`src/rtl/if_fetch_pkg.sv`:
```
// if_fetch_pkg: shared bus widths, constants and FSM encoding for the fetch stage
package if_fetch_pkg;
  localparam int InstAddrBus = 32;
  localparam int InstBus = 64;
  localparam logic [InstBus-1:0] ZeroDoubleWord = '0;
  localparam logic ChipEnable = 1'b1;
  localparam logic ChipDisable = 1'b0;
  localparam logic [InstAddrBus-1:0] RESET_PC_DEF = 32'h0000_0000;
  typedef enum logic [1:0] {BOOT = 2'd0, RUN = 2'd1, HALT = 2'd2} state_t;
  function automatic logic misaligned(input logic [2:0] lsb);
    return |lsb;
  endfunction
endpackage

```
`src/rtl/if_fetch_if.sv`:
```
// if_fetch_if: memory, control, IF/ID and status signals of the fetch stage
interface if_fetch_if import if_fetch_pkg::*; #(
  parameter int ADDR_W = InstAddrBus,
  parameter int INST_W = InstBus
);
  logic              ce_o;
  logic [ADDR_W-1:0] pc_o;
  logic [INST_W-1:0] inst_i;
  logic              stall_i;
  logic              branch_i;
  logic [ADDR_W-1:0] branch_target_i;
  logic              flush_i;
  logic [ADDR_W-1:0] flush_pc_i;
  logic [ADDR_W-1:0] id_pc_o;
  logic [INST_W-1:0] id_inst_o;
  logic              id_valid_o;
  logic              fault_o;
  modport master (
    output ce_o, pc_o, id_pc_o, id_inst_o, id_valid_o, fault_o,
    input  inst_i, stall_i, branch_i, branch_target_i, flush_i, flush_pc_i
  );
  modport slave (
    input  ce_o, pc_o, id_pc_o, id_inst_o, id_valid_o, fault_o,
    output inst_i, stall_i, branch_i, branch_target_i, flush_i, flush_pc_i
  );
endinterface

```
`src/rtl/if_fetch_if_id.sv`:
```
// if_id: IF/ID pipeline register with clear (squash) over load, otherwise hold
module if_id import if_fetch_pkg::*; #(
  parameter int ADDR_W = InstAddrBus,
  parameter int INST_W = InstBus
) (
  input  logic              clk,
  input  logic              rst,
  input  logic              i_load,
  input  logic              i_clear,
  input  logic [ADDR_W-1:0] i_pc,
  input  logic [INST_W-1:0] i_inst,
  output logic [ADDR_W-1:0] o_pc,
  output logic [INST_W-1:0] o_inst,
  output logic              o_valid
);
  logic [ADDR_W-1:0] r_pc;
  logic [INST_W-1:0] r_inst;
  logic              r_valid;
  always_ff @(posedge clk or negedge rst)
    if (!rst) begin
      r_pc    <= '0;
      r_inst  <= '0;
      r_valid <= 1'b0;
    end else if (i_clear) begin
      r_inst  <= '0;
      r_valid <= 1'b0;
    end else if (i_load) begin
      r_pc    <= i_pc;
      r_inst  <= i_inst;
      r_valid <= 1'b1;
    end
  assign o_pc    = r_pc;
  assign o_inst  = r_inst;
  assign o_valid = r_valid;
endmodule

```
`src/rtl/if_fetch.sv`:
```
// if_fetch: PC owner and fetch FSM; redirect priority is flush > branch > stall > advance
module if_fetch import if_fetch_pkg::*; #(
  parameter int                ADDR_W   = InstAddrBus,
  parameter int                INST_W   = InstBus,
  parameter logic [ADDR_W-1:0] RESET_PC = RESET_PC_DEF,
  parameter int                PC_STEP  = 8
) (
  input logic           clk,
  input logic           rst,
  if_fetch_if.master    bus
);
  state_t            r_state;
  logic              r_ce;
  logic              r_fault;
  logic [ADDR_W-1:0] r_pc;
  logic              w_run;
  logic              w_redir;
  logic [ADDR_W-1:0] w_target;
  assign w_run    = r_state == RUN;
  assign w_redir  = bus.flush_i | bus.branch_i;
  assign w_target = bus.flush_i ? bus.flush_pc_i : bus.branch_target_i;
  always_ff @(posedge clk or negedge rst)
    if (!rst) begin
      r_state <= BOOT;
      r_ce    <= ChipDisable;
      r_pc    <= RESET_PC;
      r_fault <= 1'b0;
    end else if (r_state == BOOT) begin
      r_state <= RUN;
      r_ce    <= ChipEnable;
    end else if (w_run && w_redir) begin
      r_pc <= w_target;
      if (misaligned(w_target[2:0])) begin
        r_state <= HALT;
        r_ce    <= ChipDisable;
        r_fault <= 1'b1;
      end
    end else if (w_run && !bus.stall_i) begin
      r_pc <= r_pc + ADDR_W'(PC_STEP);
    end
  // a redirect squashes the word fetched this cycle, including a faulting one
  if_id #(.ADDR_W(ADDR_W), .INST_W(INST_W)) u_if_id (
    .clk     (clk),
    .rst     (rst),
    .i_load  (w_run & ~w_redir & ~bus.stall_i),
    .i_clear (w_run & w_redir),
    .i_pc    (r_pc),
    .i_inst  (bus.inst_i),
    .o_pc    (bus.id_pc_o),
    .o_inst  (bus.id_inst_o),
    .o_valid (bus.id_valid_o)
  );
  assign bus.ce_o    = r_ce;
  assign bus.pc_o    = r_pc;
  assign bus.fault_o = r_fault;
endmodule

```
`src/flat_wrapper.sv`:
```
// flat-port wrapper written by rule: the top's interface ports become plain ports
module if_fetch_flat import if_fetch_pkg::*;
#(
  parameter int                ADDR_W   = InstAddrBus,
  parameter int                INST_W   = InstBus,
  parameter logic [ADDR_W-1:0] RESET_PC = RESET_PC_DEF,
  parameter int                PC_STEP  = 8
)
  (clk, rst, bus_ce_o, bus_pc_o, bus_id_pc_o, bus_id_inst_o, bus_id_valid_o, bus_fault_o, bus_inst_i, bus_stall_i, bus_branch_i, bus_branch_target_i, bus_flush_i, bus_flush_pc_i);
  if_fetch_if #(.ADDR_W(ADDR_W), .INST_W(INST_W)) bus_i ();
  input logic clk;
  input logic rst;
  output wire logic [$bits(bus_i.ce_o)-1:0] bus_ce_o;
  output wire logic [$bits(bus_i.pc_o)-1:0] bus_pc_o;
  output wire logic [$bits(bus_i.id_pc_o)-1:0] bus_id_pc_o;
  output wire logic [$bits(bus_i.id_inst_o)-1:0] bus_id_inst_o;
  output wire logic [$bits(bus_i.id_valid_o)-1:0] bus_id_valid_o;
  output wire logic [$bits(bus_i.fault_o)-1:0] bus_fault_o;
  input wire logic [$bits(bus_i.inst_i)-1:0] bus_inst_i;
  input wire logic [$bits(bus_i.stall_i)-1:0] bus_stall_i;
  input wire logic [$bits(bus_i.branch_i)-1:0] bus_branch_i;
  input wire logic [$bits(bus_i.branch_target_i)-1:0] bus_branch_target_i;
  input wire logic [$bits(bus_i.flush_i)-1:0] bus_flush_i;
  input wire logic [$bits(bus_i.flush_pc_i)-1:0] bus_flush_pc_i;
  assign bus_ce_o = bus_i.ce_o;
  assign bus_pc_o = bus_i.pc_o;
  assign bus_id_pc_o = bus_i.id_pc_o;
  assign bus_id_inst_o = bus_i.id_inst_o;
  assign bus_id_valid_o = bus_i.id_valid_o;
  assign bus_fault_o = bus_i.fault_o;
  assign bus_i.inst_i = bus_inst_i;
  assign bus_i.stall_i = bus_stall_i;
  assign bus_i.branch_i = bus_branch_i;
  assign bus_i.branch_target_i = bus_branch_target_i;
  assign bus_i.flush_i = bus_flush_i;
  assign bus_i.flush_pc_i = bus_flush_pc_i;
  if_fetch #(.ADDR_W(ADDR_W), .INST_W(INST_W), .RESET_PC(RESET_PC), .PC_STEP(PC_STEP)) u_core (.clk(clk), .rst(rst), .bus(bus_i));
endmodule
```
`config.mk`:
```
export PLATFORM = sky130hd
export DESIGN_NAME = if_fetch_flat
export DESIGN_NICKNAME = d
export VERILOG_FILES = /design/src/rtl/if_fetch_pkg.sv /design/src/rtl/if_fetch_if.sv /design/src/rtl/if_fetch_if_id.sv /design/src/rtl/if_fetch.sv /design/src/flat_wrapper.sv
export SDC_FILE = /design/constraint.sdc
export NUM_CORES = 1
export LEC_CHECK = 0
export ABC_AREA = 1
export CAP_MARGIN = 20
export CORE_ASPECT_RATIO = 1.5
export CORE_MARGIN = 5
export CORE_UTILIZATION = 45
export CTS_BUF_LIST = sky130_fd_sc_hd__clkbuf_4
export DETAILED_ROUTE_END_ITERATION = 16
export PLACE_DENSITY = 0.83
export SKIP_CTS_REPAIR_TIMING = 1
export SLEW_MARGIN = 20
export SYNTH_ARGS = -nofsm -noshare
export SYNTH_HDL_FRONTEND = slang
export SYNTH_HIERARCHICAL = 1
export SYNTH_SLANG_ARGS = --single-unit
export TNS_END_PERCENT = 5
```
`constraint.sdc`:
```
create_clock -name clk -period 2.3 [get_ports clk]
set_clock_uncertainty 0.1 [all_clocks]
set_input_delay 0.46 -clock clk [delete_from_list [all_inputs] [get_ports clk]]
set_output_delay 0.46 -clock clk [all_outputs]
set_load 0.03 [all_outputs]
```
==> results of run 1 <==
[where the power goes]
part	leakage [nW]	internal (W)	switching, W
registers	1.76	0.00237	0.0000947
clock network	0.140	0.000560	0.000955
logic	3.21	0.000375	0.000371
total	5.11	0.00331	0.00142
[through the flow]
step                      setup TNS, ns  setup WS, ns  hold WS [ns]  utilization, %  total power (W)
final                                 0         0.117         0.336            68.8          0.00473
after global routing                  0        0.0277         0.323            68.8          0.00496
after CTS                        -0.894       -0.0970        -0.260            68.2          0.00478
after detailed placement        -0.0231       -0.0133         0.345            66.3          0.00327
after global placement                0        0.0641         0.344            66.3          0.00325
after floorplan                       0         0.492        0.0644               -          0.00279
[cell type report]
class / count / area (um^2)
Fill cell: 1230 / 4510
Sequential cell: 132 / 3300
Timing Repair Buffer: 302 / 3100
Multi-Input combinational cell: 651 / 2860
Tap cell: 196 / 245
Inverter: 42 / 161
Clock inverter: 15 / 143
Clock buffer: 17 / 128
Antenna cell: 4 / 10.0
[cell usage after synthesis (5+ instances only)]
| cell type | instances | area [um^2] |
|---|---|---|
| nand2_1 | 371 | 1390 |
| dfrtp_1 | 132 | 3300 |
| nand3_1 | 117 | 586 |
| nor2_1 | 58 | 218 |
| inv_1 | 38 | 143 |
| o21ai_0 | 30 | 150 |
| buf_2 | 26 | 130 |
| a21oi_1 | 22 | 110 |
| o21ai_1 | 10 | 50.1 |
| buf_4 | 8 | 60.1 |
| clkbuf_1 | 8 | 30.0 |
| nor2_4 | 6 | 67.6 |
| o211ai_1 | 5 | 37.5 |
[cell usage in the layout, fill, tap and decap left out, drive strengths merged]
cell	n
dlymetal6s2s	29
a31oi	3
nand2	375
mux2	2
a21oi	22
inv	48
bufinv	1
nand3b	3
and2	3
ha	1
xor2	1
o211ai	5
clkinv	5
clkinvlp	3
nand3	117
clkbuf	17
nor3	2
o211a	1
dlygate4sd3	1
nor2	68
clkdlybuf4s50	233
buf	39
dfrtp	132
diode	4
o2bb2ai	1
o21ai	42
or2	2
o21a	3
[state kept, by name, summed over array words and instances, names as in the netlist]
register and cells:
u_core/bus.pc_o 32, u_core/u_if_id/o_pc 32, u_core/u_if_id/o_valid 1, u_core/bus.fault_o 1, u_core/r_state 2, u_core/u_if_id/o_inst 64
[kinds of logic (layout without fill, tap and decap cells)]
logic type               Yosys count  in the layout  share of synthesized area (%)
flip-flops                       132            132                           50.2
multiplexers                       2              2                          0.342
AO/OA/AOI/OAI                     77             77                           6.46
adder cells (fa/ha/maj)            1              1                          0.190
buffers and inverters             90            376                           6.46
AND/OR/NAND/NOR                  570            570                           36.3
XOR/XNOR                           1              1                          0.133
other                              0              4                              0
[worst max-delay path by stage]
stage | cells past startpoint | slack [ns] | startpoint | endpoint
3_3_place_gp | 8 | 0.06 | bus_flush_i | u_core/bus.pc_o[14]
2_1_floorplan | 8 | 0.49 | bus_flush_i | u_core/u_if_id/o_inst[46]
4_1_cts | 1 | -0.1 | u_core/bus.pc_o[27] | bus_pc_o[27]
3_5_place_dp | 8 | -0.01 | bus_flush_i | u_core/bus.pc_o[12]
5_1_grt | 1 | 0.03 | u_core/u_if_id/o_pc[24] | bus_id_pc_o[24]
6_report | 1 | 0.12 | u_core/u_if_id/o_pc[24] | bus_id_pc_o[24]
[per-layer routing]
metal	vias up	share of wire (%)	GRT usage, %
met2	287	53	46.6
met1	3187	36	27.8
met4	0	4.2	13.7
li1	3335	-	-
met3	54	7.5	6.28
met5	-	0	0
==> results by group, run 1 <==
Run status
  • Status: finished, final reports clean

Clock tree
  • H-tree levels: 4
  • Clk sink count: 132
  • Max clock buf depth: 2
  • Clock-pin slew on the worst setup and hold paths: 0.14 ns
  • CTS tree: yes
  • Inserted Clock Buffers: 17
  • Worst skew pair latency: 0.53 ns
  • Clock root cell: clkbuf_4

Die
  • Die height: 158 um
  • Core box area: 14,500 um^2
  • Die Wd: 109 um
  • Starting density of the core: 45.5%
  • I/O pin count: 264
  • Rows: 54
  • Die ar.: 17,200 um^2

Setup path
  • Setup slack, reg-to-reg: 0.47 ns
  • Family with the most delay on the worst path: buffers and inverters
  • Crit-path max FO: 2
  • WP data arrival: 1.62 ns
  • Critical R2R Launch: u_core/bus.pc_o[15]
  • Slowest cell on crit path: clkdlybuf4s50_1
  • Crit. End Element: output pin
  • Max incr delay on CP: 0.70 ns
  • Worst Path Buf+Inv: 1
  • Worst Path Required: 1.74 ns
  • Critical-path cell list: clkdlybuf4s50_1
  • Worst Setup Path Type: register to output pin
  • Reg2Reg Depth: 8
  • CP startpoint kind: register
  • Reg-to-Reg End: u_core/bus.pc_o[25]

GRT
  • Largest net degree at the start of global routing: 60
  • Initial antenna violation count: 4
  • Vias in the first global route: 6,764
  • Total GRT Usage: 25.9%
  • Total gr overflow: 0
  • Global-route wire length before repair: 34.5 mm

Worst hold path
  • HP Class: primary input to async pin

Logic synthesis
  • Seq cells post-synth: 132
  • Mapped Area: 6590 um^2
  • Predominant post-synthesis flop cell: dfrtp_1
  • Post-synth ARST share: 100%
  • Synth cell types: 33
  • Sequential area share after synthesis: 50.2%
  • YS warnings: 6
  • Post-Syn Instances: 873
  • Syn nets: 1,007
  • Syn avg cell area: 7.54 um^2
  • Post-synth EDFFs: 0

STA
  • Final Hold Viols: 0
  • Slew HR: 65.3%
  • Fin crit period: 2.18 ns
  • Worst slew pin tran: 0.521 ns
  • Final Max Tran Viols: 0
  • Max Fclk: 0.458 GHz
  • Crit share post-route: 94.9%
  • RSZ-0062 raised after global routing: false
  • Setup-failing EPs final: 0

Cells and area
  • Nets@finish: 1,280
  • Final Cell Area: 9950 um^2
  • Finished Layout Cells: 1,359
  • Area growth, synth to finish: 51.1%
  • Share of cells above drive strength 1: 8.11%

Placement
  • DPL Wire Length: 17.1 mm
  • DP Cell Count: 1,322
  • Placed Area: 9590 um^2
  • Input/output buffers: 263
  • GPL Wtd Cong: 0.941

Power and ir drop
  • Worst vdd ir: 0.312 mV
  • PwrDens: 475 nW/um^2
  • P_leak: 5.11 nW

Route
  • 1st-pass router iterations: 7
  • Remaining DRCs: 0
  • Final ANT Viol Nets: 0
  • Vias: 6,863
  • Wirelength, routed: 22.2 mm
  • Vias per cell: 5.05
  • Wire per inst: 16.3 um
  • DRT iter0 DRCs: 405

Job
  • Max Cap Violations: 0
Power figures use the tool's default switching activity.
==> run 2: changes to the inputs <==
--- a/config.mk
+++ b/config.mk
@@ -15,5 +15,4 @@
 export PLACE_DENSITY = 0.83
 export SKIP_CTS_REPAIR_TIMING = 1
-export SLEW_MARGIN = 20
 export SYNTH_ARGS = -nofsm -noshare
 export SYNTH_HDL_FRONTEND = slang
==> constraint.sdc (replaced) <==
create_clock -name clk -period 2.3 [get_ports clk]
set_clock_uncertainty 0.1 [all_clocks]
set_input_delay 0.46 -clock clk [delete_from_list [all_inputs] [get_ports clk]]
set_output_delay 0.46 -clock clk [all_outputs]
set_load 0.1 [all_outputs]
==> run 2 against run 1 <==
  * Sequential share of layout area increased by 1.3 points
  * Critical path depth stayed put
  * Sequential power hardly changed
  * Core utilization is 2.6 points lower
  * Critical endpoint is now bus_pc_o[27]
  * Largest cell class unchanged
==> results by group, run 2 (synthesis gave the netlist of run 1 again) <==
Cells and area
  • Area growth, synth to finish: 45.4%
  • Layout filler cell count: 1,248 (+1.5%)
  • Most frequent cells in the layout: nand2_1, buf_4, clkdlybuf4s50_1, dfrtp_1, nand3_1
  • Most common library cell in the layout ignoring fill and taps: nand2_1
  • Largest register FFs: 64 (unchanged)
  • Finished Layout Cells: 1,356 (-0.22%)
  • Share of cells above drive strength 1: 19.6% (+11 points)
  • Nets@finish: 1,280 (unchanged)
  • Util after Layout: 66.2% (-2.6 points)

STA
  • Final Max Tran Viols: 0 (unchanged)
  • Final TNS setup: 0 ns (unchanged)
  • Max Fclk: 0.506 GHz (+10%)
  • Fin crit period: 1.98 ns (-0.206 ns)
  • Slew HR: 73.0% (+7.8 points)
  • RSZ-0062 raised after global routing: false
  • Setup-failing EPs final: 0 (unchanged)
  • Setup ws final: 0.324 ns (+0.206 ns)
  • Crit share post-route: 85.9% (-9.0 points)
  • Final Hold Viols: 0 (unchanged)
  • Worst slew pin tran: 0.404 ns (-0.117 ns)

Die
  • Die height: 158 um (unchanged)
  • Die Wd: 109 um (unchanged)
  • I/O pin count: 264 (unchanged)
  • Core box area: 14,500 um^2 (unchanged)
  • Starting density of the core: 45.5% (unchanged)
  • Rows: 54 (unchanged)
  • Die ar.: 17,200 um^2 (unchanged)

GRT
  • Vias in the first global route: 6,754 (-0.15%)
  • Total gr overflow: 0 (unchanged)
  • Global-route wire length before repair: 33.8 mm (-1.9%)
  • Largest net degree at the start of global routing: 43 (-28%)
  • Initial antenna violation count: 1 (-3)
  • Total GRT Usage: 25.3% (-0.62 points)

Route
  • Remaining DRCs: 0 (unchanged)
  • Vias: 6,822 (-0.60%)
  • DRT iter0 DRCs: 490 (+21%)
  • Wire per inst: 16.1 um (-1.4%)
  • Vias per cell: 5.03 (-0.38%)
  • Wirelength, routed: 21.8 mm (-1.6%)
  • Final ANT Viol Nets: 0 (unchanged)
  • 1st-pass router iterations: 5 (-2)

Placement
  • Input/output buffers: 263 (unchanged)
  • DP Worst Slack: -0.0237 ns (-0.0104 ns)
  • GPL Wtd Cong: 0.966 (+2.7%)
  • DP Cell Count: 1,322 (unchanged)
  • DPL Wire Length: 16.6 mm (-2.7%)

Setup path
  • Worst Path Required: 1.74 ns (about the same)
  • CP startpoint: u_core/bus.pc_o[27]
  • Crit-path max FO: 8 (+6)
  • CP startpoint kind: register
  • Max incr delay on CP: 0.54 ns (-0.16 ns)
  • Family with the most delay on the worst path: flip-flops
  • Slowest cell on crit path: dfrtp_1
  • WP data arrival: 1.42 ns (-0.20 ns)
  • Worst Setup Path Type: register to output pin
  • Crit. End Element: output pin
  • Critical-path cell list: buf_4
  • Critical R2R Launch: u_core/r_state[1]
  • Worst Path Buf+Inv: 1 (unchanged)

Clock tree
  • CTS tree: yes
  • Clock root cell: clkbuf_4
  • Clk sink count: 132 (unchanged)
  • Worst skew pair latency: 0.54 ns (about the same)
  • Inserted Clock Buffers: 17 (unchanged)
  • Clock-pin slew on the worst setup and hold paths: 0.13 ns (about the same)
  • Max clock buf depth: 2 (unchanged)
  • H-tree levels: 4 (unchanged)

Power and ir drop
  • Worst vdd ir: 0.297 mV (-5.0%)
  • P_leak: 5.08 nW (-0.48%)
  • PwrDens: 538 nW/um^2 (+13%)

Job
  • Max Cap Violations: 0 (unchanged)

Run status
  • Status: finished, final reports clean

Worst hold path
  • HP Class: primary input to async pin
run 2: changes by cell type in the layout (fill, tap and decap cells not counted), moves of 2 or more:
cell / before / now
clkdlybuf4s50_1: 233 / 131
buf_4: 30 / 161
clkinvlp_4: 3 / 1
diode_2: 4 / 1
dlymetal6s2s_1: 29 / 0
run 2: path summary, 6_finish.rpt:
path / end / slack, ns / depth (start not counted)
setup / recovery: bus_pc_o[27] / 0.32 / 1
hold / removal: u_core/u_if_id/o_inst[41] / 0.30 / 2
setup reg to reg: u_core/bus.pc_o[15] / 0.45 / 8
hold reg to reg: u_core/u_if_id/o_inst[59] / 0.38 / 2
max in group asynchronous: u_core/bus.pc_o[13] / 1.19 / 3
min in group clk: u_core/u_if_id/o_inst[20] / 0.37 / 3
run 2: power breakdown:
part	total, W	internal (W)	leakage, nW	switching, W
Clock	0.00166	0.000678	0.162	0.000982
Sequential	0.00247	0.00237	1.76	0.0000979
Combinational	0.00102	0.000363	3.16	0.000658
run 2: area by class of cell:
class / instances / area [um^2] / share of cell area (%)
sequential: 132 / 3300 / 34.5
multi-input combinational: 651 / 2860 / 29.9
timing repair buffer: 302 / 2700 / 28.2
tap: 196 / 245 / 2.56
clock inverter: 15 / 170 / 1.78
inverter: 42 / 161 / 1.69
clock buffer: 17 / 128 / 1.33
antenna: 1 / 2.50 / 0.0261
run 2: metrics by stage:
stage / area, um^2 / total power, W / hold slack, ns
6_report: 9570 / 0.00515 / 0.297
5_1_grt: 9570 / 0.00538 / 0.290
4_1_cts: 9560 / 0.00520 / -0.295
3_5_place_dp: 9260 / 0.00354 / 0.299
3_3_place_gp: 9260 / 0.00353 / 0.300
2_1_floorplan: 6590 / 0.00308 / 0.0644
run 2: routing by layer:
| metal | part of all wire (%) | vias up | track usage (%) |
|---|---|---|---|
| li1 | - | 3325 | - |
| met1 | 36 | 3155 | 27.5 |
| met2 | 52 | 284 | 46.2 |
| met3 | 8.2 | 58 | 5.96 |
| met4 | 3.8 | 0 | 11.3 |
| met5 | 0 | - | 0 |
==> run 3: changes to the inputs <==
CORE_ASPECT_RATIO = 0.7   (was 1.5)
==> run 3 against run 2 <==
  * Global-route usage down 0.79 points
  * Clock power up 11%
  * Flip-flop and latch count unchanged
  * Cell area down 0.25%
  * Register-to-register slack better by 0.05 ns
  * Power up 4.0%
  * Combinational power about the same
  * Sequential power about the same
  * Via count down 0.32%
  * Non-clock buffer count down 10
  * Final cell count down 0.88%
  * Critical path type unchanged
==> results by group, run 3 (synthesis gave the netlist of run 1 again) <==
Power and ir drop
  • Sequential Power Share: 46.1% (-1.9 points)
  • PwrDens: 561 nW/um^2 (+4.2%)
  • Worst vdd ir: 0.327 mV (+10%)
  • P_int: 0.00366 W (+7.1%)
  • Sw frac: 31.7% (-2.0 points)
  • Clk network pwr share: 34.5% (+2.3 points)
  • P_leak: 5.05 nW (-0.60%)
  • Net switching power: 0.00170 W (-2.2%)
  • Comb pwr share: 19.4% (-0.4 points)

Setup path
  • Worst Setup Path Type: register to output pin
  • Slowest cell on crit path: dfrtp_1
  • CP startpoint kind: register
  • Worst Path Required: 1.74 ns (about the same)
  • WP data arrival: 1.42 ns (about the same)
  • Max incr delay on CP: 0.55 ns (about the same)
  • Critical-path cell list: buf_4
  • Crit. End Element: output pin
  • Crit-path max FO: 7 (-1)
  • Worst Path Buf+Inv: 1 (unchanged)
  • Family with the most delay on the worst path: flip-flops

STA
  • Final TNS setup: 0 ns (unchanged)
  • Final Max Tran Viols: 0 (unchanged)
  • Fin crit period: 1.98 ns (+0.00526 ns)
  • Final Hold Viols: 0 (unchanged)
  • Max Fclk: 0.505 GHz (-0.27%)
  • RSZ-0062 raised after global routing: false
  • Setup-failing EPs final: 0 (unchanged)
  • Worst slew pin tran: 0.551 ns (+0.147 ns)
  • Slew HR: 63.3% (-9.8 points)
  • Crit share post-route: 86.2% (+0.23 points)
  • WHS: 0.339 ns (+0.0417 ns)

Die
  • Rows: 37 (-31%)
  • Die height: 111 um (-30%)
  • Starting density of the core: 45.3% (-0.24 points)
  • Core box area: 14,500 um^2 (+0.54%)
  • I/O pin count: 264 (unchanged)
  • Die Wd: 155 um (+42%)
  • Die ar.: 17,200 um^2 (about the same)

Cells and area
  • Nets@finish: 1,270 (-0.78%)
  • Most common library cell in the layout ignoring fill and taps: nand2_1
  • Largest register FFs: 64 (unchanged)
  • Share of cells above drive strength 1: 18.9% (-0.70 points)
  • Antenna diode count: 0 (-1)
  • Layout filler cell count: 1,278 (+2.4%)
  • Most frequent cells in the layout: nand2_1, buf_4, clkdlybuf4s50_1, dfrtp_1, nand3_1
  • Area growth, synth to finish: 45.0%
  • Final Cell Area: 9550 um^2 (-0.25%)

Job
  • Max Cap Violations: 0 (unchanged)

Route
  • Final ANT Viol Nets: 0 (unchanged)
  • Wirelength, routed: 21.6 mm (-0.94%)
  • DRT iter0 DRCs: 614 (+25%)
  • 1st-pass router iterations: 5 (unchanged)
  • Vias: 6,800 (-0.32%)
  • Vias per cell: 5.06 (+0.57%)
  • Wire per inst: 16.1 um (about the same)
  • Remaining DRCs: 0 (unchanged)

Clock tree
  • H-tree levels: 4 (unchanged)
  • Clock root cell: clkbuf_4
  • CTS tree: yes
  • Max clock buf depth: 2 (unchanged)
  • Clk sink count: 132 (unchanged)
  • Clock-pin slew on the worst setup and hold paths: 0.14 ns (about the same)
  • Worst skew pair latency: 0.54 ns (about the same)
  • Inserted Clock Buffers: 17 (unchanged)

Placement
  • GPL Wtd Cong: 0.899 (-6.9%)
  • DPL Wire Length: 15.9 mm (-4.5%)
  • Input/output buffers: 263 (unchanged)
  • Placed Area: 9200 um^2 (-0.70%)

GRT
  • Initial antenna violation count: 0 (-1)
  • Global-route wire length before repair: 34.0 mm (+0.57%)
  • Total gr overflow: 0 (unchanged)
  • Largest net degree at the start of global routing: 62 (+44%)
  • Vias in the first global route: 6,468 (-4.2%)
  • Total GRT Usage: 24.5% (-0.79 points)

Run status
  • Status: finished, final reports clean

Worst hold path
  • HP Class: primary input to async pin
-- run 3: cell count changes in the layout (fill, tap and decap cells not counted), moves of 2 or more --
cell	delta
bufinv_16	+2
clkbuf_4	+2
inv_6	-2
buf_4	-11
clkinv_2	-3
-- run 3: layer usage --
metal | vias to the layer above | global-route usage [%] | share of wire (%)
met3 | 25 | 6.24 | 8.5
li1 | 3310 | - | -
met2 | 302 | 38.0 | 46
met1 | 3163 | 34.5 | 44
met5 | - | 0 | 0
met4 | 0 | 6.12 | 1.5
-- run 3: worst paths after layout --
| path | from | endpoint | slack (ns) | cells after the start |
|---|---|---|---|---|
| max reg2reg | u_core/bus.pc_o[5] | u_core/bus.pc_o[31] | 0.50 | 9 |
| max in group asynchronous | rst | u_core/u_if_id/o_pc[26] | 1.10 | 3 |
| min reg2reg | u_core/u_if_id/o_inst[1] | u_core/u_if_id/o_inst[1] | 0.38 | 2 |
| min in group clk | bus_inst_i[39] | u_core/u_if_id/o_inst[39] | 0.38 | 3 |
| min | rst | u_core/bus.fault_o | 0.34 | 2 |
| max | u_core/bus.pc_o[24] | bus_pc_o[24] | 0.32 | 1 |
-- run 3: final cells by class --
| class | instances | area, um^2 | area share, % |
|---|---|---|---|
| Sequential cell | 132 | 3300 | 34.6 |
| Multi-Input combinational cell | 651 | 2860 | 30.0 |
| Timing Repair Buffer | 292 | 2640 | 27.6 |
| Tap cell | 195 | 244 | 2.55 |
| Clock inverter | 13 | 199 | 2.08 |
| Inverter | 42 | 160 | 1.68 |
| Clock buffer | 19 | 143 | 1.49 |
-- run 3: power groups by stage --
stage | Combinational, W | Sequential [W] | Clock [W]
after floorplan | 0.000198 | 0.00288 | 0
after global placement | 0.00103 | 0.00251 | 0
after detailed placement | 0.00104 | 0.00251 | 0
after CTS | 0.00104 | 0.00247 | 0.00189
after global routing | 0.00111 | 0.00248 | 0.00199
final | 0.00104 | 0.00247 | 0.00184
-- run 3: metrics by stage --
step	worst slack, ns	cells	util (%)	power (W)
2_1_floorplan	-0.0196	873	-	0.00308
3_3_place_gp	0.0903	1311	63.3	0.00354
3_5_place_dp	0.0555	1311	63.3	0.00355
4_1_cts	0.275	1343	65.6	0.00540
5_1_grt	0.246	1344	65.7	0.00558
6_report	0.318	1344	65.7	0.00536
